`config.mk`:
```
export PLATFORM = sky130hd
export DESIGN_NAME = demux_1to8_reg
export DESIGN_NICKNAME = d
export VERILOG_FILES = /design/src/rtl/demux_1to8_reg.sv
export SDC_FILE = /design/constraint.sdc
export NUM_CORES = 1
export LEC_CHECK = 0
export BUFFER_PORTS_ARGS = -buffer_cell sky130_fd_sc_hd__buf_2
export CORE_UTILIZATION = 48
export DETAILED_ROUTE_END_ITERATION = 7
export PLACE_DENSITY = 0.91
export SYNTH_ARGS = -nofsm -noshare
export SYNTH_HDL_FRONTEND = slang
export SYNTH_SLANG_ARGS = --single-unit
export TNS_END_PERCENT = 1
```
`constraint.sdc`:
```
create_clock -name clk -period 4.75 [get_ports clk]
set_input_delay 0.2375 -clock clk [delete_from_list [all_inputs] [get_ports clk]]
set_output_delay 0.2375 -clock clk [all_outputs]
set_load 0.05 [all_outputs]
```
`src/rtl/demux_1to8_reg.sv`:
```
// Registered 1-to-8 demultiplexer with a one-entry valid/ready output register per channel.
// Optional per-channel saturating delivery counters are built when DEMUX_CNT_EN is defined.
module demux_1to8_reg #(
  parameter int WIDTH = 4,
  parameter int CNT_W = 8
) (
  input  logic                 clk,
  input  logic                 rst_n,
  input  logic [2:0]           S,
  input  logic [WIDTH-1:0]     I,
  input  logic                 i_valid,
  output logic                 i_ready,
  output logic [8*WIDTH-1:0]   O,
  output logic [7:0]           o_valid,
  input  logic [7:0]           o_ready,
  input  logic                 cnt_clr,
  output logic [8*CNT_W-1:0]   cnt
);

  logic [WIDTH-1:0] data_q [8];
  logic [7:0]       valid_q;
  logic [7:0]       load;

  // Only the addressed channel can back-pressure the producer.
  assign i_ready = ~valid_q[S] | o_ready[S];

  always_comb begin
    load = '0;
    if (i_valid && i_ready) load[S] = 1'b1;
  end

  always_ff @(posedge clk or negedge rst_n) begin
    if (!rst_n) begin
      valid_q <= '0;
      for (int unsigned k = 0; k < 8; k++) data_q[k] <= '0;
    end else begin
      for (int unsigned k = 0; k < 8; k++) begin
        if (load[k]) begin
          data_q[k]  <= I;
          valid_q[k] <= 1'b1;
        end else if (o_ready[k]) begin
          // Data is left in place on drain; only valid drops.
          valid_q[k] <= 1'b0;
        end
      end
    end
  end

  assign o_valid = valid_q;

  always_comb begin
    O = '0;
    for (int unsigned k = 0; k < 8; k++) O[k*WIDTH +: WIDTH] = data_q[k];
  end

`ifdef DEMUX_CNT_EN
  logic [CNT_W-1:0] cnt_q [8];

  always_ff @(posedge clk or negedge rst_n) begin
    if (!rst_n) begin
      for (int unsigned k = 0; k < 8; k++) cnt_q[k] <= '0;
    end else begin
      for (int unsigned k = 0; k < 8; k++) begin
        if (cnt_clr) begin
          cnt_q[k] <= '0;
        end else if (valid_q[k] && o_ready[k] && (cnt_q[k] != '1)) begin
          cnt_q[k] <= cnt_q[k] + 1'b1;
        end
      end
    end
  end

  always_comb begin
    cnt = '0;
    for (int unsigned k = 0; k < 8; k++) cnt[k*CNT_W +: CNT_W] = cnt_q[k];
  end
`else
  logic unused_cnt_clr;
  assign unused_cnt_clr = cnt_clr;
  assign cnt = '0;
`endif

endmodule
```
==> Yosys cells after proc, flatten, opt, wreduce, memory -nomap -nowiden <==
Cells that the tools add are included.
{ "op_classes": {"magnitude_cmp": 2, "muxes": 23, "bitwise": 2, "reduce_logical": 10} }
{ "ops": {"columns": ["cell", "n"], "rows": [
  ["1-bit 2-to-1 mux", 19],
  ["2-bit nonzero test", 8],
  ["8-bit 2-to-1 mux", 1],
  ["1-bit binary-select mux with 3-bit select", 2],
  ["3-bit by 4-bit less-than comparator with 1-bit output (second input constant)", 1],
  ["1-bit demux with 3-bit select", 1],
  ["3-bit by 1-bit >= comparator with 1-bit output (second input constant)", 1],
  ["1-bit logical AND", 2],
  ["1-bit inverter", 1],
  ["1-bit OR", 1]
]} }
{ "totals": {"reg_bits": 40, "inputBits": 19, "out_inout_bits": 105, "word_cells": 53} }

==> Longest topological paths before layout <==
Gate-level depths: netlist of run 1.
{ "logic_depth": {"ltp_word": 7, "ltp_mapped": 7, "depth_no_buf": 6} }

==> Least setup slack after synthesis of run 1 <==
Ideal clock, no wire load.
{ "synth_path": {"kind": "register to register", "start": "reg valid_q[5], in the netlist o_valid[5]", "end": "reg data_q (netlist bit O[10])", "setup_time_ns": 0.128, "arrival_ns": 2.614, "required_ns": 4.622, "path_slack_ns": 2.009, "stages_incl_launch_ff": 7, "path_buffers": 0, "period_less_slack_ns": 2.741, "cell_sequence": "dfrtp_1 mux4_2 mux2i_1 nor4_4 inv_2 nand3_2 mux2_1"} }
{ "synth_via": {"elab_chain_len": 6} }
{ "synth_lines": {"columns": ["item", "line_no", "rtl"], "rows": [
  ["start: declaration", "21", "logic [7:0] valid_q;"],
  ["start signal: assignment", "34", "valid_q <= '0;"],
  ["start signal: indexed assignment", "40", "valid_q[k] <= 1'b1;"],
  ["start signal: indexed assignment", "43", "valid_q[k] <= 1'b0;"],
  ["1-bit binary-select mux with 3-bit select", "25", "assign i_ready = ~valid_q[S] | o_ready[S];"],
  ["1-bit 2-to-1 mux (implied by the code)", "25", null],
  ["1-bit inverter", "25", null],
  ["1-bit OR", "25", null],
  ["via i_ready", "12", "output logic i_ready,"],
  ["1-bit logical AND", "29", "if (i_valid && i_ready) load[S] = 1'b1;"],
  ["8-bit 2-to-1 mux", "29", null],
  ["end signal: indexed assignment", "39", "data_q[k] <= I;"],
  ["end: declaration", "20", "logic [WIDTH-1:0] data_q [8];"]
]} }
The timed path passes the listed nets, and every way through them passes these cells. The select of a mux whose other input is x is not followed.
A chain may end at the register's enable or synchronous reset.

==> Worst setup path after layout of run 1 <==
{ "layout_path": {"start": "reg valid_q[0], in the netlist o_valid[0]", "end": "out i_ready"} }
{ "layout_via": {"elab_chain_len": 4} }
{ "layout_lines": {"columns": ["item", "line_no"], "rows": [
  ["1-bit binary-select mux with 3-bit select", "25"],
  ["1-bit 2-to-1 mux (implied by the code)", "25"],
  ["1-bit inverter", "25"],
  ["1-bit OR", "25"],
  ["end: declaration", "12"]
]} }
No other way between the ends. The select of a mux whose other input is x is not followed.

==> flow_summary.ini, run 1 <==
[sta]
rsz0062_at_grt = false
worst_clock_skew_ns = 0.00647
holdWs_ns = 0.0562
period_needed_ns = 2.39
tightest_slew_ns = 1.02
drv_slew = 0
fin_tns_setup_ns = 0
fin_ws_ns = 2.36
slew-limit-headroom = 0.317
setup_violations = 0
fin_crit_sh = 0.503
fmax_mhz = 419
hold_viol_final = 0

[power]
p_per_area_nw_per_um2 = 520
leakagePower_uw = 0.00133
peakVddDrop_mv = 0.391

[route]
drtAntennaViolNets = 0
drt-initial-drc-count = 41
via_per_inst = 4.61
wl_per_cell_um = 14.3
drc = 8
first_pass_iters = 8
vias = 1365
routed_wl_mm = 4.25

[finish]
diodes = 0
syn_to_final_growth_pct = 8.62
nets = 262
utilization = 0.557
drive_gt1_frac = 0.385

[clock_network]
cts_tree = yes
cts.hold.buffers_added = 0
numCtsBuffers = 5
insertion_delay_ns = 0.29
cts_max_level = 2
cts_buffer_depth = 2
path_clk_slew_ns = 0.08
cts_setup_buffers = 0
cts_resized = 0
cts-root-buf = clkbuf_8
cts.sinks = 40

[placement]
hpwl_mm = 3.20
post-place-ws_ns = 2.19
io_buffers = 58
gp_congestion = 0.675

[outcome]
status = finished, violations left
failed_checks = design-rule violations

[critical_path]
critPathTopFamily = simple AND/OR/NAND/NOR gates
cp_data_arrival_time_ns = 2.15
reg2reg_depth = 5
critPathMaxStageDelay_ns = 0.78
path_max_fanout = 8
critPathBufInv = 2
worstSetupStartpointType = flip-flop
reg2reg_from = o_valid[3]$_DFFE_PN0P_
cp-startpoint = o_valid[0]$_DFFE_PN0P_
cp.required_ns = 4.51
r2r_slack_ns = 2.47
crit_type = reg2out
cpMaxStageDelayCell = nor4_4
rr_endpoint = O[14]$_DFFE_PN0P_
critPathCaptureType = primary output
crit_chain = mux4_2 -> mux2i_1 -> nor4_4 -> inv_2 -> buf_2

[die]
core_area_sq_um = 4440
initial_utilization = 0.513
die_x_um = 70.9
die-area_sq_um = 5030
die_y_um = 70.9
io_pins = 124
row_count = 24

[global_route]
grt_use_total = 0.172
overflow = 0
grt_max_degree = 41
grt_pass1_wl_mm = 6.60
antenna_found_initial = 0
first_global_vias = 1332

[job]
maxCapViolations = 0

[synthesis]
synth_edf_count = 0
synth_async_sr_flop_share = 1.00
synth_area_sq_um = 2280
ys_warn_count = 0
synthCells = 182
netlist-cell-type-count = 24
synthFlopType = dfrtp_1
ys_seq_elements = 40
synth_top_cell_by_area = dfrtp_1
syn_avg_cell_area_sq_um = 12.5
synth_top_cell_area_share = 0.439
seq_area_frac_synth = 0.439
synthTopCellsByArea = dfrtp_1, buf_4, mux2_1

[min_path]
hold_class = in2async
## cells by family after synthesis
logic type / count (synthesis) / share of synthesized area
AND/OR/NAND/NOR: 16 / 0.0934
flip-flops: 40 / 0.439
multiplexers: 37 / 0.191
buffers and inverters: 77 / 0.239
AO/OA/AOI/OAI: 11 / 0.0357
other: 1 / 0.00165
## final cells by class
cell class	instances	area (sq um)
clock inverters	3	42.5
well taps	52	65.1
repair buffers	58	290
fillers	368	1970
clock buffers	5	68.8
flip-flops and latches	40	1000
multi-input cells	128	970
inverters	10	37.5
## flip-flops by register name (all words and copies together), names as in the netlist
| register | cells |
|---|---|
| O | 32 |
| o_valid | 8 |
## layer usage
metal / vias to the layer above / wire, um / global-route usage
met5: - / 0 / 0
met4: 0 / 50 / 0.0356
met3: 6 / 321 / 0.0541
met2: 79 / 2220 / 0.311
li1: 615 / - / -
met1: 665 / 1660 / 0.203
## cells in the final DEF (no fill, tap or decap), types with 2 or more instances in the layout
| cell type | instances |
|---|---|
| mux2_1 | 18 |
| nor4_4 | 3 |
| mux2i_1 | 3 |
| o31ai_1 | 2 |
| a21o_1 | 7 |
| nand2_1 | 2 |
| conb_1 | 64 |
| mux4_2 | 2 |
| inv_1 | 9 |
| mux2_2 | 14 |
| clkbuf_8 | 5 |
| buf_2 | 58 |
| dfrtp_1 | 40 |
| nor3_4 | 4 |
## worst max path at each step
stage,slack (ns),endpoint,cells past startpoint
2_1_floorplan,2.01,O[10]$_DFFE_PN0P_,6
3_3_place_gp,2.27,O[11]$_DFFE_PN0P_,7
3_5_place_dp,2.19,O[8]$_DFFE_PN0P_,7
4_1_cts,2.34,i_ready,5
5_1_grt,2.24,i_ready,5
6_report,2.36,i_ready,5
## report_power, final
group / leakage (uW) / internal [uW] / switching, uW / total (uW)
Combinational: 0.000780 / 108 / 455 / 563
Sequential: 0.000492 / 411 / 36.7 / 448
Clock: 0.0000541 / 155 / 120 / 275
## cells in the mapped netlist, types with 2 or more instances
cell,number
inv_1,9
mux2i_1,3
a21o_1,7
mux2_1,18
nor4_4,3
o31ai_1,2
nand2_1,2
mux2_2,14
nor3_4,4
buf_4,66
dfrtp_1,40
mux4_2,2
## per-stage QoR
step	area [sq um]	power, uW	cells
3_3_place_gp	2360	1000	288
6_report	2470	1290	296
4_1_cts	2470	1300	296
3_5_place_dp	2360	1020	288
5_1_grt	2470	1330	296
2_1_floorplan	2510	942	245
Note: power is estimated with default switching activity, not from simulation.
==> run 2: changes to the inputs <==
- ABC_AREA: unset -> 1
- CORE_UTILIZATION: 48 -> 41
- PLACE_DENSITY: 0.91 -> 0.82
- clock period: 4.75 -> 2.1 ns (I/O delays scaled with it)
==> flow_summary.ini, run 2 <==
[outcome]
status = finished, final reports clean

[global_route]
first_global_vias = 1716
grt_use_total = 0.171
grt_pass1_wl_mm = 8.36
grt_max_degree = 41
antenna_found_initial = 0
overflow = 0

[synthesis]
synth_async_sr_flop_share = 1.00
synth_edf_count = 0
synthFlopType = dfrtp_1
synth_top_cell_by_area = dfrtp_1
synthCells = 294
synthTopCellsByCount = nand2_1, buf_4, dfrtp_1
netlist-cell-type-count = 20
seq_area_frac_synth = 0.410
synth_top_cell_area_share = 0.410
synth_area_sq_um = 2440
ys_seq_elements = 40
syn_avg_cell_area_sq_um = 8.31
ys_warn_count = 0
post-synth-top-count-cell = nand2_1
synthTopCellsByArea = dfrtp_1, buf_4, nand2_1

[sta]
fin_crit_sh = 0.899
tightest_slew_ns = 0.905
worst_clock_skew_ns = 0.00663
hold_viol_final = 0
rsz0062_at_grt = false
fin_tns_setup_ns = 0
setup_violations = 0
drv_slew = 0
fmax_mhz = 529
period_needed_ns = 1.89
slew-limit-headroom = 0.397
fin_ws_ns = 0.211

[finish]
diodes = 0
regArea_sq_um = 1000
largest_register_ffs = 32
fillers = 599
finalInstanceArea_sq_um = 2710
nets = 374
layout_common_cells = nand2_1, conb_1, buf_2
final_common_cell = nand2_1
multi_input_area_sq_um = 1050
syn_to_final_growth_pct = 10.8
drive_gt1_frac = 0.236

[placement]
hpwl_mm = 3.83
gp_congestion = 0.912
place_area_sq_um = 2530
io_buffers = 58
post-place-ws_ns = 0.429

[clock_network]
cts.sinks = 40
insertion_delay_ns = 0.29
cts-root-buf = clkbuf_8
cts_buffer_depth = 2
cts.hold.buffers_added = 6
numCtsBuffers = 5
path_clk_slew_ns = 0.08
cts_max_level = 2
cts_setup_buffers = 0
cts_tree = yes
cts_resized = 0

[route]
first_pass_iters = 4
drc = 0
via_per_inst = 4.65
vias = 1990
wl_per_cell_um = 12.3
routed_wl_mm = 5.28
drtAntennaViolNets = 0
drt-initial-drc-count = 86

[min_path]
hold_class = in2reg

[critical_path]
critPathBufInv = 5
crit_type = in2out
cp_data_arrival_time_ns = 1.78
crit_chain = dlygate4sd3_1 -> buf_2 -> nand3_1 -> nand2_1 -> inv_1 -> nand2_1 -> nor2_1 -> nand2_2 -> buf_4 -> buf_2
critPathTopFamily = buffers and inverters
critPathMaxStageDelay_ns = 0.53
path_max_fanout = 26
critPathCaptureType = primary output
worstSetupStartpointType = primary input
cp.required_ns = 2.00
cpMaxStageDelayCell = dlygate4sd3_1

[die]
core_area_sq_um = 5640
io_pins = 124
die_x_um = 79.2
initial_utilization = 0.433
die-area_sq_um = 6270
die_y_um = 79.2
row_count = 27

[power]
clkPwrFrac = 0.219
p_per_area_nw_per_um2 = 1050
power.switching_uw = 1380
peakVddDrop_mv = 0.499
swShare = 0.484
pwr-share-seq = 0.349
power.internal_uw = 1470
p_comb_frac = 0.432
leakagePower_uw = 0.00153

[job]
maxCapViolations = 0
-- run 2: kinds of logic (layout without fill, tap and decap cells) --
| logic type | Yosys count | after routing | share of synthesized area |
|---|---|---|---|
| other cells | 1 | 64 | 0.00153 |
| buf+inv | 94 | 93 | 0.258 |
| compound gates | 7 | 7 | 0.0143 |
| flops | 40 | 40 | 0.410 |
| simple gates | 152 | 152 | 0.316 |
-- run 2: path summary, 6_finish.rpt --
check                                       start                endpoint  slack, ns  cells past startpoint
max                                    o_ready[1]                 i_ready       0.21                     10
min                                    o_ready[7]  o_valid[7]$_DFFE_PN0P_       0.02                      2
max reg2reg                o_valid[1]$_DFFE_PN0P_       O[24]$_DFFE_PN0P_       0.52                     11
min reg2reg                     O[18]$_DFFE_PN0P_       O[18]$_DFFE_PN0P_       0.47                      2
max in group asynchronous                   rst_n  o_valid[6]$_DFFE_PN0P_       1.05                      2
min in group asynchronous                   rst_n       O[22]$_DFFE_PN0P_       0.48                      2
-- run 2: routing by layer --
metal	track usage	share of wire	vias up
li1	-	-	956
met3	0.0333	0.056	7
met5	0	0	-
met2	0.264	0.45	84
met1	0.242	0.48	943
met4	0.0527	0.010	0
-- run 2: power by group through the flow --
| stage | Clock (uW) | Sequential [uW] | Combinational [uW] |
|---|---|---|---|
| after detailed placement | 0 | 1010 | 1230 |
| final | 624 | 995 | 1230 |
| after global placement | 0 | 1000 | 1220 |
| after floorplan | 0 | 1530 | 551 |
| after global routing | 676 | 1010 | 1300 |
| after CTS | 639 | 996 | 1240 |
-- run 2: per-stage QoR --
step / hold WS, ns / utilization / power, uW / std cells
4_1_cts: 0.00590 / 0.480 / 2870 / 428
6_report: 0.0185 / 0.480 / 2850 / 428
5_1_grt: 0.00488 / 0.480 / 2990 / 428
3_3_place_gp: 0.271 / 0.449 / 2220 / 414
3_5_place_dp: 0.293 / 0.449 / 2240 / 414
2_1_floorplan: -0.191 / - / 2080 / 357
-- run 2: final cells by class --
| class | count | share of cell area |
|---|---|---|
| Clock buffer | 5 | 0.0254 |
| Clock inverter | 3 | 0.0157 |
| Inverter | 14 | 0.0194 |
| Multi-Input combinational cell | 223 | 0.387 |
| Sequential cell | 40 | 0.370 |
| Tap cell | 72 | 0.0333 |
| Timing Repair Buffer | 71 | 0.149 |
==> run 3: changes to the inputs <==
==> constraint.sdc (replaced) <==
create_clock -name clk -period 2.1 [get_ports clk]
set_input_delay 0.21 -clock clk [delete_from_list [all_inputs] [get_ports clk]]
set_output_delay 0.21 -clock clk [all_outputs]
set_load 0.05 [all_outputs]
==> flow_summary.ini, run 3 (synthesized netlist as in run 2, its figures left out) <==
[route]
first_pass_iters = 4
routed_wl_mm = 5.16
drc = 0
via_per_inst = 4.60
wl_per_cell_um = 12.1
drtAntennaViolNets = 0
vias = 1959
drt-initial-drc-count = 117

[clock_network]
cts-root-buf = clkbuf_8
cts_buffer_depth = 2
cts_max_level = 2
cts.sinks = 40
cts.hold.buffers_added = 0
cts_resized = 0
path_clk_slew_ns = 0.08
cts_setup_buffers = 0
insertion_delay_ns = 0.30
numCtsBuffers = 5
cts_tree = yes

[power]
peakVddDrop_mv = 0.536
p_per_area_nw_per_um2 = 1070
leakagePower_uw = 0.00153

[finish]
layout_common_cells = nand2_1, conb_1, buf_2
syn_to_final_growth_pct = 9.52
largest_register_ffs = 32
nets = 372
finalInstanceArea_sq_um = 2680
drive_gt1_frac = 0.249
fillers = 580
final_common_cell = nand2_1
diodes = 0

[die]
core_area_sq_um = 5640
row_count = 27
die-area_sq_um = 6270
initial_utilization = 0.433
io_pins = 124
die_y_um = 79.2
die_x_um = 79.2

[global_route]
overflow = 0
antenna_found_initial = 0
grt_use_total = 0.173
first_global_vias = 1705
grt_pass1_wl_mm = 8.37
grt_max_degree = 41

[sta]
hold_viol_final = 0
setup_violations = 0
slew-limit-headroom = 0.396
drv_slew = 0
period_needed_ns = 1.73
fmax_mhz = 578
tightest_slew_ns = 0.906
fin_crit_sh = 0.824
worst_clock_skew_ns = 0.00674
fin_ws_ns = 0.370
rsz0062_at_grt = false
fin_tns_setup_ns = 0

[placement]
post-place-ws_ns = 0.362
hpwl_mm = 3.86
place_area_sq_um = 2560
io_buffers = 58
gp_congestion = 0.882

[critical_path]
crit_type = reg2out
critPathCaptureType = primary output
crit_top_cell = nand2_1
worstSetupStartpointType = flip-flop
cpMaxStageDelayCell = dfrtp_1
crit_chain = nand2_1 -> o21ai_0 -> nand2_1 -> nand2_1 -> nand2_1 -> nand2_1 -> nand2_2 -> buf_2
critPathBufInv = 1
cp_data_arrival_time_ns = 1.52
cp.required_ns = 1.89
critPathMaxStageDelay_ns = 0.39
path_max_fanout = 8
critPathTopFamily = simple AND/OR/NAND/NOR gates

[min_path]
hold_class = in2async

[outcome]
status = finished, final reports clean

[job]
maxCapViolations = 0
run 3: cell count changes in the layout (fill, tap and decap cells not counted):
cell / before / now
buf_4: 7 / 11
dlygate4sd3_1: 6 / 0
run 3: worst reg2reg max path, stage by stage, from the launching register on:
cell and delay (ns):
dfrtp_1 0.39, nand2_1 0.06, o21ai_0 0.10, nand2_1 0.08, nand2_1 0.05, nand2_1 0.05, nand2_1 0.05, nand2_2 0.16
buf_4 0.25, nand3_4 0.12, nand2_1 0.10, nand2_1 0.06
run 3: routing by layer:
| metal | vias up | routed length [um] | track usage |
|---|---|---|---|
| met1 | 893 | 2420 | 0.255 |
| met2 | 107 | 2220 | 0.247 |
| met4 | 0 | 71 | 0.0618 |
| li1 | 951 | - | - |
| met3 | 8 | 444 | 0.0368 |
| met5 | - | 0 | 0 |
run 3: path summary, 6_finish.rpt:
kind | from | cells past startpoint | slack [ns] | to
setup / recovery | o_valid[1]$_DFFE_PN0P_ | 8 | 0.37 | i_ready
hold / removal | rst_n | 1 | 0.04 | O[26]$_DFFE_PN0P_
setup reg to reg | o_valid[1]$_DFFE_PN0P_ | 11 | 0.55 | O[18]$_DFFE_PN0P_
hold reg to reg | O[4]$_DFFE_PN0P_ | 2 | 0.47 | O[4]$_DFFE_PN0P_
max in group asynchronous | rst_n | 1 | 1.49 | O[31]$_DFFE_PN0P_
min in group clk | o_ready[0] | 2 | 0.09 | o_valid[0]$_DFFE_PN0P_
run 3: through the flow:
step	cells	hold slack [ns]	util	total power (uW)
2_1_floorplan	357	-0.0856	-	2080
3_3_place_gp	418	0.367	0.455	2230
3_5_place_dp	418	0.395	0.455	2240
4_1_cts	426	0.0700	0.474	2870
5_1_grt	426	0.0768	0.474	2980
6_report	426	0.0388	0.474	2850
run 3: layout make-up:
type | count | area, sq um | share of cell area
repair buffers | 69 | 373 | 0.139
clock inverters | 3 | 42.5 | 0.0159
well taps | 72 | 90.1 | 0.0337
clock buffers | 5 | 68.8 | 0.0257
inverters | 14 | 52.6 | 0.0196
flip-flops and latches | 40 | 1000 | 0.374
multi-input cells | 223 | 1050 | 0.392
run 3: power breakdown:
group	leakage, uW	total [uW]	internal [uW]	switching [uW]
Combinational	0.000961	1230	201	1030
Sequential	0.000510	992	916	76.4
Clock	0.0000541	633	352	281
Total	0.00153	2850	1470	1390
